File: config.mk
export PLATFORM = sky130hd
export DESIGN_NAME = bit_serializer_flat
export DESIGN_NICKNAME = d
export VERILOG_FILES = /design/src/rtl/ser_pkg.sv /design/src/rtl/bit_serializer_if.sv /design/src/rtl/bit_serializer.sv /design/src/flat_wrapper.sv
export SDC_FILE = /design/constraint.sdc
export NUM_CORES = 1
export LEC_CHECK = 0
export CORE_MARGIN = 1.5
export CORE_UTILIZATION = 30
export CTS_BUF_LIST = sky130_fd_sc_hd__clkbuf_8
export CTS_CLUSTER_DIAMETER = 50
export DETAILED_ROUTE_END_ITERATION = 7
export GPL_TIMING_DRIVEN = 0
export PLACE_DENSITY_LB_ADDON = 0.2
export REMOVE_ABC_BUFFERS = 1
export SYNTH_ARGS = -nofsm -noshare
export SYNTH_HDL_FRONTEND = slang
export SYNTH_SLANG_ARGS = --single-unit
File: constraint.sdc
create_clock -name clk -period 2.2 [get_ports clk]
set_input_delay 0.44 -clock clk [delete_from_list [all_inputs] [get_ports clk]]
set_output_delay 0.44 -clock clk [all_outputs]
set_load 0.02 [all_outputs]
File: src/rtl/ser_pkg.sv
// Shared types for the serial pattern-detector path.
// The serializer and the detector both import this package.
package ser_pkg;

   typedef enum logic {
      IDLE  = 1'b0,
      SHIFT = 1'b1
   } state_t;

endpackage

File: src/rtl/bit_serializer_if.sv
// Parallel-in / serial-out handshake bundle for bit_serializer.
// The slave modport is the serializer; the master modport is its upstream/downstream side.
interface bit_serializer_if #(
   parameter int WIDTH = 8
);

   logic [WIDTH-1:0] in_data;
   logic             in_valid;
   logic             in_ready;
   logic             dout;
   logic             dout_valid;
   logic             last_bit;

   modport slave (
      input  in_data,
      input  in_valid,
      output in_ready,
      output dout,
      output dout_valid,
      output last_bit
   );

   modport master (
      output in_data,
      output in_valid,
      input  in_ready,
      input  dout,
      input  dout_valid,
      input  last_bit
   );

endinterface

File: src/rtl/bit_serializer.sv
// Parallel-to-serial front end: shifts WIDTH-bit words out one bit per clk with zero-gap
// streaming between back-to-back words, a sticky underrun flag and a words-sent counter.
module bit_serializer
   import ser_pkg::*;
#(
   parameter int   WIDTH     = 8,
   parameter bit   MSB_FIRST = 1'b1,
   parameter logic IDLE_BIT  = 1'b0,
   parameter int   CNT_W     = 16
) (
   input  logic                 clk,
   input  logic                 rst,
   bit_serializer_if.slave      bus,
   output logic                 underrun,
   input  logic                 clr_underrun,
   output logic [CNT_W-1:0]     words_sent
);

   localparam int            CW     = $clog2(WIDTH);
   localparam logic [CW-1:0] PENULT = CW'(WIDTH - 2);

   state_t           state;
   logic [WIDTH-1:0] shreg;
   logic [CW-1:0]    bit_cnt;
   logic             accept;
   logic             word_done;

   // shreg always holds the not-yet-presented bits, so its head is the next bit for dout.
   function automatic logic head(input logic [WIDTH-1:0] w);
      return MSB_FIRST ? w[WIDTH-1] : w[0];
   endfunction

   function automatic logic [WIDTH-1:0] advance(input logic [WIDTH-1:0] w);
      return MSB_FIRST ? (w << 1) : (w >> 1);
   endfunction

   assign bus.in_ready = !rst && ((state == IDLE) || bus.last_bit);
   assign accept       = bus.in_valid && bus.in_ready;
   assign word_done    = (state == SHIFT) && bus.last_bit;

   // A word accepted on a last_bit cycle loads straight over the finishing one.
   always_ff @(posedge clk) begin
      if (rst) begin
         state          <= IDLE;
         bit_cnt        <= '0;
         shreg          <= '0;
         bus.dout       <= IDLE_BIT;
         bus.dout_valid <= 1'b0;
         bus.last_bit   <= 1'b0;
         underrun       <= 1'b0;
         words_sent     <= '0;
      end else begin
         if (accept) begin
            state          <= SHIFT;
            bit_cnt        <= '0;
            shreg          <= advance(bus.in_data);
            bus.dout       <= head(bus.in_data);
            bus.dout_valid <= 1'b1;
            bus.last_bit   <= 1'b0;
         end else if (state == SHIFT && !bus.last_bit) begin
            bit_cnt        <= bit_cnt + CW'(1);
            shreg          <= advance(shreg);
            bus.dout       <= head(shreg);
            bus.last_bit   <= (bit_cnt == PENULT);
         end else if (word_done) begin
            state          <= IDLE;
            bit_cnt        <= '0;
            bus.dout       <= IDLE_BIT;
            bus.dout_valid <= 1'b0;
            bus.last_bit   <= 1'b0;
         end

         if (word_done) begin
            words_sent <= words_sent + CNT_W'(1);
         end

         // A fresh gap outranks a clear arriving on the same edge.
         if (word_done && !bus.in_valid) begin
            underrun <= 1'b1;
         end else if (clr_underrun) begin
            underrun <= 1'b0;
         end
      end
   end

endmodule

File: src/flat_wrapper.sv
// flat-port wrapper written by rule: the top's interface ports become plain ports
module bit_serializer_flat import ser_pkg::*;
#(
   parameter int   WIDTH     = 8,
   parameter bit   MSB_FIRST = 1'b1,
   parameter logic IDLE_BIT  = 1'b0,
   parameter int   CNT_W     = 16
)
  (clk, rst, underrun, clr_underrun, words_sent, bus_in_data, bus_in_valid, bus_in_ready, bus_dout, bus_dout_valid, bus_last_bit);
  bit_serializer_if #(.WIDTH(WIDTH)) bus_i ();
  input  logic clk;
  input  logic rst;
  output logic underrun;
  input  logic clr_underrun;
  output logic [CNT_W-1:0] words_sent;
  input wire logic [$bits(bus_i.in_data)-1:0] bus_in_data;
  input wire logic [$bits(bus_i.in_valid)-1:0] bus_in_valid;
  output wire logic [$bits(bus_i.in_ready)-1:0] bus_in_ready;
  output wire logic [$bits(bus_i.dout)-1:0] bus_dout;
  output wire logic [$bits(bus_i.dout_valid)-1:0] bus_dout_valid;
  output wire logic [$bits(bus_i.last_bit)-1:0] bus_last_bit;
  assign bus_i.in_data = bus_in_data;
  assign bus_i.in_valid = bus_in_valid;
  assign bus_in_ready = bus_i.in_ready;
  assign bus_dout = bus_i.dout;
  assign bus_dout_valid = bus_i.dout_valid;
  assign bus_last_bit = bus_i.last_bit;
  bit_serializer #(.WIDTH(WIDTH), .MSB_FIRST(MSB_FIRST), .IDLE_BIT(IDLE_BIT), .CNT_W(CNT_W)) u_core (.clk(clk), .rst(rst), .bus(bus_i), .underrun(underrun), .clr_underrun(clr_underrun), .words_sent(words_sent));
endmodule
# Yosys cells after proc, flatten, opt, wreduce, memory -nomap -nowiden
# Index checks and enable logic that the tools add are counted.
word_totals:
  register_bits: 30
  input_bits: 12
  output_inout_bits: 21
  elab_cells: 40
classes:
  add_sub_neg: 2
  eq_ne: 2
  mux: 12
  bitwise_logic: 1
  reduce_logical: 16
op_table:
  columns: ["op", "count"]
  rows:
  - ["adder 16 x 1 -> 16 bit (second input constant)", 1]
  - ["two-way mux 8 bit", 2]
  - ["two-way mux 1 bit", 8]
  - ["nonzero test 2 bit", 4]
  - ["two-way mux 3 bit", 2]
  - ["logical AND 1 bit", 5]
  - ["adder 3 x 1 -> 3 bit (second input constant)", 1]
  - ["== test 3 bit (second input constant)", 1]
  - ["zero test 1 bit", 3]
  - ["nonzero test 3 bit", 1]
  - ["inequality test 2 x 1 -> 1 bit (second input constant)", 1]
  - ["AND reduction 2 bit", 1]
  - ["OR reduction 2 bit", 1]
  - ["logical OR 1 bit", 1]
  - ["inverter 1 bit", 1]

# Logic depth before layout (Yosys ltp)
# Gate-level depths: netlist (run 1).
logic_depth:
  depth_word: 6
  mapped_depth: 6
  mapped_depth_nobuf: 5

# Worst setup path before layout (run 1)
# No wires, ideal clock.
synth_path:
  kind: "reg-to-reg"
  from: "register u_core.bus.last_bit"
  to: "register u_core.words_sent[15]"
  setup_time_ns: 0.070
  arrival_ns: 1.806
  required_time_ns: 2.130
  path_slack_ns: 0.325
  stages_incl_launch_ff: 7
  path_buffers: 2
  period_less_slack_ns: 1.875
  path_cell_list: "dfxtp_1 buf_6 nand3_2 or4_1 buf_2 or3_1 a21oi_1"
synth_via:
  elab_chain_cells: 1
synth_lines:
  columns: ["item", "line", "source"]
  rows:
  - ["from (decl)", "bit_serializer_if.sv:20", "output last_bit"]
  - ["from (signal assigned)", "bit_serializer.sv:64", "bus.last_bit <= (bit_cnt == PENULT);"]
  - ["logical AND 1 bit", "bit_serializer.sv:39", "assign word_done = (state == SHIFT) && bus.last_bit;"]
  - ["to (signal assigned)", "bit_serializer.sv:74", "words_sent <= words_sent + CNT_W'(1);"]
  - ["to (decl)", "bit_serializer.sv:16", "output logic [CNT_W-1:0] words_sent"]
# No other way between the ends.
# A chain may end at the register's enable or synchronous reset.

# Worst setup path in the final report (run 1)
layout_path:
  from: "register u_core.bus.last_bit"
  to: "output port bus_in_ready"
layout_via:
  elab_chain_cells: 2
layout_lines:
  columns: ["item", "line", "source"]
  rows:
  - ["logical OR 1 bit", "bit_serializer.sv:37", "assign bus.in_ready = !rst && ((state == IDLE) || bus.last_bit);"]
  - ["logical AND 1 bit", "bit_serializer.sv:37", null]
  - ["to (decl)", "flat_wrapper.sv:18", "output wire logic [$bits(bus_i.in_ready)-1:0] bus_in_ready;"]
# No other way between the ends.

==> metrics.yaml, run 1 <==
outcome:
  outcome: "completed"
drt:
  drt_iter0_drc: 54
  postRouteWirelength_um: 2730
  dr_total_vias: 1146
  viasPerCell: 4.88
  post_drt_wl_per_cell_um: 11.6
  route.detailed.drc: 0
  firstDrtPassIters: 4
  ant_nets: 0
grt:
  antenna_found_initial: 0
  track_usage: 0.119
  grt_overflow: 0
  grt_max_degree: 33
  grt_first_pass_wirelength_um: 4630
  grt_pass1_vias: 1053
place:
  hpwlAfterDp_um: 1930
  numPortBuffers: 32
  routabilityCongestion: 0.711
critical_path:
  worstPathMaxFanout: 10
  crit_path_max_incr_delay_ns: 0.61
  path_cells: "nor2b_4, nor2_1, clkdlybuf4s50_1"
  criticalPathCategory: "flop to primary output"
  cp.required_ns: 1.76
  cp_slowest_cell: "clkdlybuf4s50_1"
  cp_top_family: "buffers and inverters"
  arrival_ns: 1.64
  end_kind: "primary output"
  cp-start-kind: "flop"
  path_buf_inv: 1
timing:
  skew_ns: 0.00289
  rsz0062_at_grt: "no"
  holdWs_ns: 0.487
  final-setup-viol-count: 0
  timing.slew.headroom: 0.553
  period_minus_slack_ns: 2.08
  worst_slew_pin_slew_ns: 0.668
  period_share: 0.946
  hold_violations: 0
  drv_slew: 0
  max_freq_mhz: 481
cells_and_area:
  diodes: 0
  fillCellCount: 430
  fin_nets: 197
  area_delta_synth_final_pct: 32.7
  drive_above_1_share: 0.0765
synth:
  ys_ff_latch: 30
  synth-seq-area-share: 0.443
  async_reset_ff_frac: 0
  yosysTopAreaCell: "dfxtp_1"
  synth_edf_count: 0
  yosysMostFrequentCell: "dfxtp_1"
  yosysWarnings: 0
  ys_top_cells_by_area: "dfxtp_1 44%, nor2_1 7.2%, mux2i_1 5.2%"
  synth_cell_types: 31
  synthCells: 153
  synthTopCellsByCount: "30 x dfxtp_1, 26 x nor2_1, 8 x a21oi_1, 8 x nand2_1"
  netlist_area_um2: 1360
  yosys_most_used_dff: "dfxtp_1"
  synth.top_cell.area_share: 0.443
  syn_area_per_cell_um2: 8.86
die:
  core_um2: 4350
  die_x_um: 70.2
  rows: 24
  die_y_um: 70.2
  fp.dieArea_um2: 4930
  initial_utilization: 0.311
  io_pins: 33
pwr:
  p_int_uw: 919
  peakVddDrop_v: 0.000466
  power.density_nw_per_um2: 649
  p_sw_frac: 0.213
  p_total_uw: 1170
  pwr-share-seq: 0.490
  clkPwrFrac: 0.435
  power_leakage_uw: 0.000651
  p_comb_frac: 0.075
  p_sw_uw: 248
clocking:
  cts_tree: "yes"
  clk_pin_slew_ns: 0.06
  clk_path_buf_depth: 2
  cts_made_buffers: 5
  cts_setup_buffers: 0
  h-tree-depth: 2
  clock_latency_ns: 0.27
  clock-sinks: 30
  clockRootBuffer: "clkbuf_8"
worst_hold_path:
  min_path_type: "flop to flop"
flow_run:
  maxCapViolations: 0
what timing repair did:
item                                    CTS  global route
endpoints found under the setup margin    1             1
hold buffers                              0             0
gates resized for setup                   5             3
endpoints found under the hold margin     0             0
layout by cell type (no fill, tap or decap), types with 4 or more instances in the layout:
cell type        synthesis  layout
clkdlybuf4s50_1          0      31
dfxtp_1                 30      29
nor2_1                  26      26
nand2_1                  8       8
a21oi_1                  8       8
clkbuf_8                 1       8
mux2i_1                  7       7
a211oi_1                 7       7
xor2_1                   6       6
nand4_1                  5       5
nor3_1                   5       5
xnor2_1                  5       5
inv_1                    4       4
o21ai_0                  4       4
or3_1                    4       4
routing by layer:
layer / global-route usage / vias up / part of all wire
met5: 0 / - / 0
li1: - / 590 / -
met4: 0.0577 / 0 / 0.021
met3: 0.0361 / 7 / 0.051
met1: 0.143 / 522 / 0.46
met2: 0.193 / 27 / 0.47
worst reg2reg max path, stage by stage, from the launching register on:
cell and delay, ns:
dfxtp_1 0.54, nand3_2 0.18, or4_1 0.67, or3_1 0.40, a21oi_1 0.14
path summary, 6_finish.rpt:
| kind | start | endpoint | slack, ns | depth (start not counted) |
|---|---|---|---|---|
| worst min register to register | u_core.bus.dout | u_core.bus.dout | 0.49 | 2 |
| worst max-delay path | u_core.bus.last_bit | bus_in_ready | 0.12 | 3 |
| worst min-delay path | u_core.bus.dout | u_core.bus.dout | 0.49 | 2 |
| worst max register to register | u_core.bus.last_bit | u_core.words_sent[15] | 0.20 | 4 |
metrics by stage:
step	std cells	setup slack (ns)	setup TNS, ns	utilization	instance area [um^2]
global route	235	0.0343	0	0.413	1800
floorplan	143	0.263	0	-	1300
global placement	227	-0.638	-0.639	0.387	1680
CTS	235	0.00834	0	0.413	1800
detailed placement	227	-0.611	-0.611	0.387	1680
finish	235	0.119	0	0.413	1800
state kept, by name, summed over array words and instances, names as in the netlist:
register,flops
u_core.words_sent,16
u_core.shreg,7
u_core.bit_cnt,3
u_core.bus.dout,1
u_core.bus.dout_valid,1
u_core.bus.last_bit,1
u_core.underrun,1
area by class of cell:
class                      count  area [um^2]  share of cell area
multi-input combinational    109          691               0.384
sequential                    30          602               0.335
clock buffer                   8          110              0.0612
inverter                       4         15.0             0.00835
timing repair buffer          32          315               0.175
tap                           52         65.1              0.0362
logic make-up after synthesis:
group	after synthesis	share of synthesized area
AO/OA/AOI/OAI	22	0.101
multiplexers	8	0.0600
flip-flops	30	0.443
AND/OR/NAND/NOR	65	0.245
adder cells (fa/ha/maj)	3	0.0277
buffers and inverters	14	0.0526
XOR/XNOR	11	0.0711
power by group through the flow:
stage	logic [uW]	registers [uW]	clock network (uW)
detailed placement	88.6	583	0
floorplan	37.8	583	0
finish	87.9	572	508
CTS	89.1	571	524
global route	97.9	573	543
global placement	87.6	582	0
No activity file was read; power rests on OpenSTA's default activity.
==> inputs of run 2 (changes only) <==
clock period = 2 ns   (was 2.2 ns; I/O delays follow)
==> metrics.yaml, run 2 (same netlist as run 1, synthesis figures left out) <==
outcome:
  outcome: "completed"
clocking:
  cts_tree: "yes"
  h-tree-depth: 2  # unchanged
  clockRootBuffer: "clkbuf_8"
  clk_path_buf_depth: 2  # unchanged
  cts_hold_buf: 0  # unchanged
  clock-sinks: 30  # unchanged
  clock_latency_ns: 0.27  # about the same
  clk_pin_slew_ns: 0.06  # about the same
  cts_made_buffers: 5  # unchanged
cells_and_area:
  largest_reg_flops: 16  # unchanged
  top_register: "u_core.words_sent"
  layout_common_cells: "30 x clkdlybuf4s50_1, 28 x dfxtp_1, 26 x nor2_1"
  diodes: 0  # unchanged
  area_delta_synth_final_pct: 33.4
  reg_top3: "u_core.words_sent: 16 flops, u_core.shreg: 7 flops, u_core.bit_cnt: 3 flops"
  fin_nets: 197  # unchanged
  final_common_cell: "clkdlybuf4s50_1"
  drive_above_1_share: 0.0874  # +0.0109
drt:
  ant_nets: 0  # unchanged
  route.detailed.drc: 0  # unchanged
  postRouteWirelength_um: 2740  # +0.26%
  drt_iter0_drc: 55  # +1.9%
  dr_total_vias: 1144  # -0.17%
  post_drt_wl_per_cell_um: 11.6  # +0.26%
  firstDrtPassIters: 4  # unchanged
  viasPerCell: 4.87  # -0.17%
timing:
  drv_slew: 0  # unchanged
  hold_violations: 0  # unchanged
  skew_ns: 0.00331  # +0.000423 ns
  period_minus_slack_ns: 1.82
  max_freq_mhz: 549
  timing.final.ws_setup_ns: 0.180  # +0.0609 ns
  final-setup-viol-count: 0  # unchanged
  holdWs_ns: 0.488  # +0.000411 ns
  period_share: 0.910
  rsz0062_at_grt: "no"
  worst_slew_pin_slew_ns: 0.663  # -0.00554 ns
  timing.slew.headroom: 0.557  # +0.00371
pwr:
  power_leakage_uw: 0.000666  # +2.3%
  power.density_nw_per_um2: 709  # +9.2%
  peakVddDrop_v: 0.000507  # +8.7%
grt:
  grt_first_pass_wirelength_um: 4630  # unchanged
  grt_max_degree: 33  # unchanged
  grt_overflow: 0  # unchanged
  track_usage: 0.119  # unchanged
  grt_pass1_vias: 1053  # unchanged
  antenna_found_initial: 0  # unchanged
worst_hold_path:
  min_path_type: "flop to flop"
  hold_depth: 2  # unchanged
die:
  rows: 24  # unchanged
  initial_utilization: 0.311  # unchanged
  fp.dieArea_um2: 4930  # unchanged
  io_pins: 33  # unchanged
  die_y_um: 70.2  # unchanged
  core_um2: 4350  # unchanged
  die_x_um: 70.2  # unchanged
place:
  hpwlAfterDp_um: 1930  # unchanged
  routabilityCongestion: 0.711  # unchanged
  numPortBuffers: 32  # unchanged
  dp_slack_ns: -0.731  # -0.120 ns
critical_path:
  cp.required_ns: 2.20  # +0.44 ns
  criticalPathCategory: "flop to flop"
  end_kind: "flop"
  worstPathMaxFanout: 7  # -3
  ff2ff_path_depth: 4  # unchanged
  cp-start-kind: "flop"
  arrival_ns: 2.02  # +0.38 ns
flow_run:
  maxCapViolations: 0  # unchanged
[run 2: worst paths after layout]
| check | from | endpoint | slack (ns) |
|---|---|---|---|
| worst max register to register | u_core.words_sent[3] | u_core.words_sent[15] | 0.18 |
| worst max-delay path | u_core.words_sent[3] | u_core.words_sent[15] | 0.18 |
| worst min register to register | u_core.bus.dout | u_core.bus.dout | 0.49 |
| worst min-delay path | u_core.bus.dout | u_core.bus.dout | 0.49 |
[run 2: timing repair]
item,CTS,global route
setup endpoints to repair,4,3
buffers inserted,0,0
gates resized for setup,10,2
[run 2: critical path, stage by stage (launching register included)]
cell     delay [ns]
dfxtp_1        0.45
nand4_2        0.18
or4_4          0.60
or3_1          0.37
a21oi_1        0.14
[run 2: final cells by class]
class | count | area [um^2]
sequential | 30 | 606
timing repair buffer | 32 | 318
fill | 431 | 2550
clock buffer | 8 | 110
inverter | 4 | 15.0
multi-input combinational | 109 | 694
tap | 52 | 65.1
[run 2: report_power, final]
part / leakage, uW / switching [uW] / internal [uW]
sequential: 0.000245 / 13.7 / 615
combinational: 0.000364 / 47.3 / 49.1
clock: 0.0000575 / 211 / 347
total: 0.000666 / 272 / 1010
[run 2: metal layers]
metal	wire length, um	GRT usage	vias up
met5	0	0	-
met4	41	0.0577	0
met3	117	0.0361	5
met2	1310	0.193	23
met1	1270	0.143	524
li1	-	-	592
[run 2: stage by stage]
stage / cells / util / setup TNS, ns / power (uW) / area (um^2)
finish: 235 / 0.415 / 0 / 1280 / 1810
global route: 235 / 0.415 / 0 / 1330 / 1810
CTS: 235 / 0.414 / 0 / 1300 / 1800
detailed placement: 227 / 0.387 / -0.956 / 738 / 1680
global placement: 227 / 0.387 / -0.971 / 737 / 1680
floorplan: 143 / - / 0 / 683 / 1300
==> inputs of run 3 (changes only) <==
REMOVE_ABC_BUFFERS = unset   (was 1)
==> metrics.yaml, run 3 (same netlist as run 1, synthesis figures left out) <==
clocking:
  clk_pin_slew_ns: 0.06  # about the same
  cts_made_buffers: 5  # unchanged
  clock_latency_ns: 0.28  # about the same
  cts_tree: "yes"
  clock-sinks: 30  # unchanged
  cts_hold_buf: 0  # unchanged
  clk_path_buf_depth: 2  # unchanged
  cts_setup_buffers: 0  # unchanged
  clockRootBuffer: "clkbuf_8"
  h-tree-depth: 2  # unchanged
cells_and_area:
  area_delta_synth_final_pct: 34.2
  layout_common_cells: "30 x clkdlybuf4s50_1, 30 x dfxtp_1, 26 x nor2_1"
  layout.cells.non_filler: 243  # +3.4%
  reg_top3: "u_core.words_sent: 16 flops, u_core.shreg: 7 flops, u_core.bit_cnt: 3 flops"
  top_register: "u_core.words_sent"
  fin_nets: 206  # +4.6%
  fin_util: 0.418  # +0.00230
  drive_above_1_share: 0.0681  # -0.0194
  diodes: 0  # unchanged
  largest_reg_flops: 16  # unchanged
  design_area_um2: 1820  # +0.55%
die:
  die_y_um: 70.2  # unchanged
  initial_utilization: 0.311  # unchanged
  die_x_um: 70.2  # unchanged
  io_pins: 33  # unchanged
  rows: 24  # unchanged
  core_um2: 4350  # unchanged
  fp.dieArea_um2: 4930  # unchanged
grt:
  track_usage: 0.132  # +0.0132
  grt_pass1_vias: 1109  # +5.3%
  grt_overflow: 0  # unchanged
  grt_first_pass_wirelength_um: 5110  # +10%
  antenna_found_initial: 0  # unchanged
  grt_max_degree: 11  # -67%
place:
  dp_cells: 236  # +4.0%
  hpwlAfterDp_um: 2160  # +12%
  dp_slack_ns: -0.431  # +0.300 ns
  routabilityCongestion: 0.740  # +4.2%
  place_area_um2: 1730  # +2.7%
  numPortBuffers: 31  # -3.1%
pwr:
  pwr-share-seq: 0.527  # +0.037
  power.density_nw_per_um2: 652  # -8.1%
  peakVddDrop_v: 0.000287  # -43%
  power_leakage_uw: 0.000666  # about the same
  p_sw_uw: 288  # +5.9%
  p_int_uw: 898  # -11%
  p_sw_frac: 0.243  # +0.0309
  clkPwrFrac: 0.380  # -0.055
  p_comb_frac: 0.093  # +0.018
flow_run:
  maxCapViolations: 0  # unchanged
timing:
  drv_slew: 0  # unchanged
  skew_ns: 0.00264  # -0.000677 ns
  timing.slew.headroom: 0.645  # +0.0882
  rsz0062_at_grt: "no"
  worst_slew_pin_slew_ns: 0.533  # -0.130 ns
  max_freq_mhz: 516  # -6.0%
  final-setup-viol-count: 0  # unchanged
  period_share: 0.969  # +0.0585
  hold_violations: 0  # unchanged
  timing.final.ws_setup_ns: 0.0630  # -0.117 ns
  period_minus_slack_ns: 1.94  # +0.117 ns
synth:
  syn-num-nets: 168
drt:
  viasPerCell: 4.86  # about the same
  firstDrtPassIters: 4  # unchanged
  dr_total_vias: 1182  # +3.3%
  postRouteWirelength_um: 2990  # +9.3%
  post_drt_wl_per_cell_um: 12.3  # +5.7%
  drt_iter0_drc: 28  # -49%
  route.detailed.drc: 0  # unchanged
  ant_nets: 0  # unchanged
critical_path:
  worstPathMaxFanout: 10  # +3
  end_kind: "primary output"
  cp-start-kind: "input pin"
  arrival_ns: 1.54  # -0.48 ns
  cp.required_ns: 1.60  # -0.60 ns
  criticalPathCategory: "input pin to primary output"
worst_hold_path:
  min_path_type: "flop to flop"
outcome:
  outcome: "completed"
==> run 3: power by group through the flow <==
stage | Combinational, uW | Clock (uW) | Sequential (uW)
2_1_floorplan | 59.7 | 0 | 640
3_3_place_gp | 106 | 0 | 637
3_5_place_dp | 109 | 0 | 638
4_1_cts | 111 | 460 | 625
5_1_grt | 122 | 494 | 626
6_report | 110 | 451 | 625
==> run 3: final cells by class <==
cell class / count / area, um^2
Inverter: 4 / 15.0
Buffer: 10 / 67.6
Multi-Input combinational cell: 109 / 683
Sequential cell: 30 / 601
Clock inverter: 2 / 7.51
Clock buffer: 5 / 68.8
Fill cell: 435 / 2540
Timing Repair Buffer: 31 / 310
Tap cell: 52 / 65.1
==> run 3: metrics by stage <==
stage	setup TNS (ns)	hold slack, ns	total power [uW]
after floorplan	0	0.475	699
after global placement	-0.432	0.471	743
after detailed placement	-0.431	0.479	746
after CTS	0	0.489	1190
after global routing	0	0.510	1240
final	0	0.481	1190
==> run 3: per-layer routing <==
metal	routed length (um)	global-route usage
met5	0	0
met4	48	0.0726
met3	143	0.0433
met2	1430	0.216
met1	1370	0.151
==> run 3: what timing repair did <==
action                     in CTS  in global routing
setup endpoints to repair       1                  1
gates resized for setup         4                  3
hold endpoints to repair        0                  0
==> run 3: final timing paths <==
path                              from               endpoint  slack, ns  cells after the start
setup / recovery                   rst           bus_in_ready       0.06                      4
hold / removal         u_core.bus.dout        u_core.bus.dout       0.48                      2
setup reg to reg  u_core.words_sent[4]  u_core.words_sent[15]       0.12                      5
hold reg to reg        u_core.bus.dout        u_core.bus.dout       0.48                      2
==> run 3: worst max-delay path: stages <==
cell             delay (ns)
clkdlybuf4s50_1        0.50
clkbuf_8               0.22
nor2_1                 0.11
clkdlybuf4s15_1        0.31
